--- src/rtl/jac_pkg.sv ---
// Shared definitions for the Jac1-8 core: widths, opcode map, status bits, FSM states.
package jac_pkg;

    localparam int DataWidth     = 8;
    localparam int NumOpCodeBits = 5;
    localparam int NumStatusBits = 6;

    localparam logic [DataWidth-1:0] ResetPc = 8'h00;

    // Opcode map
    localparam logic [NumOpCodeBits-1:0] Op_NOP  = 5'h00;
    localparam logic [NumOpCodeBits-1:0] Op_ADD  = 5'h01;
    localparam logic [NumOpCodeBits-1:0] Op_SUB  = 5'h02;
    localparam logic [NumOpCodeBits-1:0] Op_AND  = 5'h03;
    localparam logic [NumOpCodeBits-1:0] Op_OR   = 5'h04;
    localparam logic [NumOpCodeBits-1:0] Op_XOR  = 5'h05;
    localparam logic [NumOpCodeBits-1:0] Op_NOT  = 5'h06;
    localparam logic [NumOpCodeBits-1:0] Op_SHL  = 5'h07;
    localparam logic [NumOpCodeBits-1:0] Op_SHR  = 5'h08;
    localparam logic [NumOpCodeBits-1:0] Op_VAL  = 5'h09;
    localparam logic [NumOpCodeBits-1:0] Op_CMP  = 5'h0A;
    localparam logic [NumOpCodeBits-1:0] Op_INC  = 5'h0B;
    localparam logic [NumOpCodeBits-1:0] Op_DEC  = 5'h0C;
    localparam logic [NumOpCodeBits-1:0] Op_GOTO = 5'h10;
    localparam logic [NumOpCodeBits-1:0] Op_IFZ  = 5'h11;
    localparam logic [NumOpCodeBits-1:0] Op_IFNZ = 5'h12;
    localparam logic [NumOpCodeBits-1:0] Op_IFEQ = 5'h13;
    localparam logic [NumOpCodeBits-1:0] Op_IFST = 5'h14;
    localparam logic [NumOpCodeBits-1:0] Op_IFGT = 5'h15;

    // Reserved ranges (inclusive)
    localparam logic [NumOpCodeBits-1:0] Op_RsvdLoFirst = 5'h0D;
    localparam logic [NumOpCodeBits-1:0] Op_RsvdLoLast  = 5'h0F;
    localparam logic [NumOpCodeBits-1:0] Op_RsvdHiFirst = 5'h16;
    localparam logic [NumOpCodeBits-1:0] Op_RsvdHiLast  = 5'h1F;

    // Status bit indices
    localparam int CarryBit       = 0;
    localparam int UnderflowBit   = 1;
    localparam int ZeroBit        = 2;
    localparam int EqualBit       = 3;
    localparam int GreaterThanBit = 4;
    localparam int SmallerThanBit = 5;

    typedef enum logic {
        St_FETCH = 1'b0,
        St_EXEC  = 1'b1
    } state_e;

endpackage

--- src/rtl/jac_cond_eval.sv ---
// Opcode classifier and branch condition evaluator (purely combinational).
module jac_cond_eval
    import jac_pkg::*;
(
    input  logic [NumOpCodeBits-1:0] opcode,
    input  logic [NumStatusBits-1:0] status_q,
    output logic                     is_branch,
    output logic                     take,
    output logic                     is_alu_op,
    output logic                     is_reserved
);

    // Carry/Underflow never steer a branch.
    logic unused_status;
    assign unused_status = ^status_q[UnderflowBit:CarryBit];

    // Classify the opcode; anything not explicitly listed is reserved.
    always_comb begin
        is_branch   = 1'b0;
        take        = 1'b0;
        is_alu_op   = 1'b0;
        is_reserved = 1'b0;
        case (opcode)
            Op_NOP, Op_VAL: ;
            Op_ADD, Op_SUB, Op_AND, Op_OR, Op_XOR, Op_NOT,
            Op_SHL, Op_SHR, Op_CMP, Op_INC, Op_DEC: is_alu_op = 1'b1;
            Op_GOTO: begin is_branch = 1'b1; take = 1'b1;                      end
            Op_IFZ:  begin is_branch = 1'b1; take = status_q[ZeroBit];         end
            Op_IFNZ: begin is_branch = 1'b1; take = !status_q[ZeroBit];        end
            Op_IFEQ: begin is_branch = 1'b1; take = status_q[EqualBit];        end
            Op_IFST: begin is_branch = 1'b1; take = status_q[SmallerThanBit];  end
            Op_IFGT: begin is_branch = 1'b1; take = status_q[GreaterThanBit];  end
            default: is_reserved = 1'b1;
        endcase
    end

endmodule

--- src/rtl/jac_flow_ctrl.sv ---
// Jac1-8 program-flow sequencer: fetch handshake, EXEC cycle, PC and status register.
module jac_flow_ctrl
    import jac_pkg::*;
(
    input  logic                     clock,
    input  logic                     reset_n,
    input  logic                     run,
    output logic                     fetch_req,
    output logic [DataWidth-1:0]     fetch_addr,
    input  logic                     fetch_ack,
    input  logic [NumOpCodeBits-1:0] instr_opcode,
    input  logic [DataWidth-1:0]     instr_param,
    output logic [NumOpCodeBits-1:0] alu_opcode,
    output logic [DataWidth-1:0]     alu_param,
    output logic                     exec_valid,
    input  logic [NumStatusBits-1:0] alu_status,
    output logic [NumStatusBits-1:0] status_q,
    output logic [DataWidth-1:0]     pc,
    output logic                     branch_taken,
    output logic                     illegal_op
);

    state_e state;
    logic   in_exec;
    logic   is_branch, take, is_alu_op, is_reserved;

    // Decode works on the captured opcode and the pre-EXEC status_q, so a
    // branch right after an ALU op sees that op's latched flags.
    jac_cond_eval u_cond (
        .opcode      (alu_opcode),
        .status_q    (status_q),
        .is_branch   (is_branch),
        .take        (take),
        .is_alu_op   (is_alu_op),
        .is_reserved (is_reserved)
    );

    assign in_exec      = (state == St_EXEC);
    assign fetch_req    = run && (state == St_FETCH);
    assign fetch_addr   = pc;
    assign exec_valid   = in_exec;
    assign branch_taken = in_exec && is_branch && take;
    assign illegal_op   = in_exec && is_reserved;

    // Sequencer FSM with capture, PC and status updates.
    always_ff @(posedge clock or negedge reset_n) begin
        if (!reset_n) begin
            state      <= St_FETCH;
            pc         <= ResetPc;
            status_q   <= '0;
            alu_opcode <= '0;
            alu_param  <= '0;
        end else begin
            case (state)
                St_FETCH: begin
                    // fetch_req is run in FETCH, so run && ack is an acked request.
                    if (run && fetch_ack) begin
                        alu_opcode <= instr_opcode;
                        alu_param  <= instr_param;
                        state      <= St_EXEC;
                    end
                end
                St_EXEC: begin
                    if (is_branch && take) pc <= alu_param;
                    else                   pc <= pc + 8'd1;
                    if (is_alu_op) status_q <= alu_status;
                    state <= St_FETCH;
                end
                default: state <= St_FETCH;
            endcase
        end
    end

endmodule

--- config.mk ---
export PLATFORM = sky130hd
export DESIGN_NAME = jac_flow_ctrl
export DESIGN_NICKNAME = d
export VERILOG_FILES = /design/src/rtl/jac_pkg.sv /design/src/rtl/jac_cond_eval.sv /design/src/rtl/jac_flow_ctrl.sv
export SDC_FILE = /design/constraint.sdc
export NUM_CORES = 1
export LEC_CHECK = 0
export ABC_AREA = 1
export BUFFER_PORTS_ARGS = -buffer_cell sky130_fd_sc_hd__buf_2
export CAP_MARGIN = 0
export CORE_ASPECT_RATIO = 1.5
export CORE_MARGIN = 3
export CORE_UTILIZATION = 40
export CTS_CLUSTER_SIZE = 16
export DETAILED_ROUTE_END_ITERATION = 8
export PLACE_DENSITY = 0.77
export SETUP_SLACK_MARGIN = 0.4
export SYNTH_ARGS = -nofsm -noshare
export SYNTH_HDL_FRONTEND = slang
export SYNTH_SLANG_ARGS = --single-unit
--- constraint.sdc ---
create_clock -name clock -period 2.03 [get_ports clock]
set_input_delay 0.5075 -clock clock [delete_from_list [all_inputs] [get_ports clock]]
set_output_delay 0.5075 -clock clock [all_outputs]
set_load 0.02 [all_outputs]
==> reports/qor.yml <==
cts_made_buffers: 3
syn_inst: 185
gr-total-overflow: 0
grt_pass1_vias: 1391
worstReg2RegEnd: "status_q[5]"
drt_wl_total_um: 3590
cp_max_fo: 6
port_buffers: 61
status: "finished, final reports clean"
setup_viol: 0
drt_first_pass_iters: 5
reg2reg_slack_ps: 510
drive_above_1_share: 0.479
cts_num_sinks: 28
power.density_cell_area_nw_per_um2: 1180
crit_required_ps: 1520
vdd_drop_max_uv: 891
gp_congestion: 0.853
synth_commonest_cells: "nand2_1 (54), dfrtp_1 (28), inv_1 (21), nand3_1 (13), o21ai_0 (11)"
vias: 1401
syn_nets: 209
synth_seq_area_share: 0.455
num-fill-cells: 343
drt-initial-drc-count: 45
fin_ws_ps: 151
htree_levels: 1
synth.distinct_cells: 26
drtAntennaViolNets: 0
fin_crit_ps: 1880
synthToLayoutAreaGrowth_pct: 34.2
reg2reg_depth: 5
drc: 0
syn_area_um2: 1540
final_area_um2: 2070
synth_compound_area_frac: 0.0812
ctsLongestPathBuffers: 2
initial_core_util: 0.418
synthArstFlopShare: 1.00
synth_fa_ha_area_frac: 0.00812
r2r_start: "alu_opcode[2]"
clk_root_buffer_cell: "clkbuf_8"
synth_mux_area_frac: 0
synth_top_area_cell: "dfrtp_1"
post_dp_cell_area_um2: 1810
ff_latch_area_um2: 703
fin_crit_sh: 0.926
core_um2: 3680
report.final.hold_viol_count: 0
vias_per_cell: 4.67
grt_usage: 0.160
synth_top_family_by_area: "simple AND/OR/NAND/NOR gates"
utilization: 0.561
yosysMostFrequentCell: "nand2_1"
multi_input_area_um2: 649
clock_skew_ps: 7.57
post-dp-hpwl_um: 2600
antenna_found_initial: 0
io_pins: 62
rsz0062_at_grt: "yes"
grt_pass1_wl_um: 5910
fp-row-count: 27
numPlacedInstances: 278
post-place-ws_ps: 288
synthXorXnorAreaFrac: 0.0227
tightest_slew_ps: 632
yosys_warnings: 0
synth-seq-cells: 28
yosys.area_share.simple: 0.297
clk_pin_slew_ps: 100
clkLatencyLatePin_ps: 270
whs_ps: 247
cts_tree: "yes"
grt_max_degree: 29
fmaxAchievable_ghz: 0.532
drv_cap: 0
hp-class: "in -> async"
nets: 282
wl_per_cell_um: 12.0
arrival_ps: 1370
diodes: 0
drv_slew: 0
synthFlopType: "dfrtp_1"
syn_avg_cell_area_um2: 8.33
tns_ps: 0
slew_headroom: 0.579
cp-start-kind: "flop"
fin_total_pwr_mw: 2.45
synth_area_leaders: "dfrtp_1 (45%), nand2_1 (13%), inv_1 (5.1%)"
worstSetupEndpointType: "output pin"
die-height_um: 82
die-area_um2: 4650
synth_edf_count: 0
dieWidth_um: 56.7
final_cells: 300
crit_type: "reg -> out"
synth_top_area_share: 0.455
power.leakage_nw: 1.14
==> critical path: stages (launching register included) <==
cell and delay [ps]:
dfrtp_1 430, inv_2 120, nand3_1 80, nand2_1 80, nand2_2 70, nand2_4 70, nand3_4 80, inv_4 60
buf_6 100
==> where the power goes <==
part | internal, mW | leakage (nW) | switching, mW
registers | 0.725 | 0.342 | 0.161
clock network | 0.173 | 0.0288 | 0.166
logic | 0.469 | 0.773 | 0.750
total | 1.37 | 1.14 | 1.08
==> what timing repair did <==
action	CTS	global route
setup buffers	15	3
hold buffers	0	0
endpoints found under the setup margin	3	6
pin swaps	3	2
endpoints found under the hold margin	0	0
gates resized for setup	11	9
cloned	0	0
==> cell usage in the layout (no fill, tap or decap), types with 7 or more instances in the layout <==
master and instances:
buf_2 55, buf_4 17, buf_6 7, dfrtp_1 26, inv_1 19, inv_2 7
nand2_1 54, nand2_2 8, nand3_1 12, o21ai_0 11
==> layer usage <==
metal  vias up  global-route usage  routed length [um]
met1       639               0.188                1380
met5         -                   0                   0
li1        705                   -                   -
met3         6              0.0220                 223
met2        51               0.299                1930
met4         0              0.0475                  56
==> state kept, by name (all words and copies together), names as in the netlist <==
signal and count:
alu_opcode 5, alu_param 8, exec_valid 1, fetch_addr 8
status_q 6
==> cell families after synthesis <==
kind of cell	count (synthesis)
flops	28
fa+ha+maj	1
compound gates	20
buf+inv	39
xor+xnor	4
simple gates	93
==> final cells by class <==
| class | instances | share of cell area |
|---|---|---|
| Tap cell | 43 | 0.0260 |
| Clock buffer | 4 | 0.0266 |
| Inverter | 27 | 0.0502 |
| Sequential cell | 28 | 0.340 |
| Timing Repair Buffer | 80 | 0.243 |
| Multi-Input combinational cell | 118 | 0.314 |
==> how the worst max path moves through the flow <==
stage | startpoint | depth (start not counted) | end
after floorplan | alu_opcode[1] | 7 | branch_taken
after global placement | alu_opcode[1] | 8 | branch_taken
after detailed placement | alu_opcode[1] | 8 | branch_taken
after CTS | alu_opcode[0] | 8 | branch_taken
after global routing | alu_opcode[2] | 8 | branch_taken
final | alu_opcode[1] | 8 | branch_taken
Power figures use the tool's default switching activity.
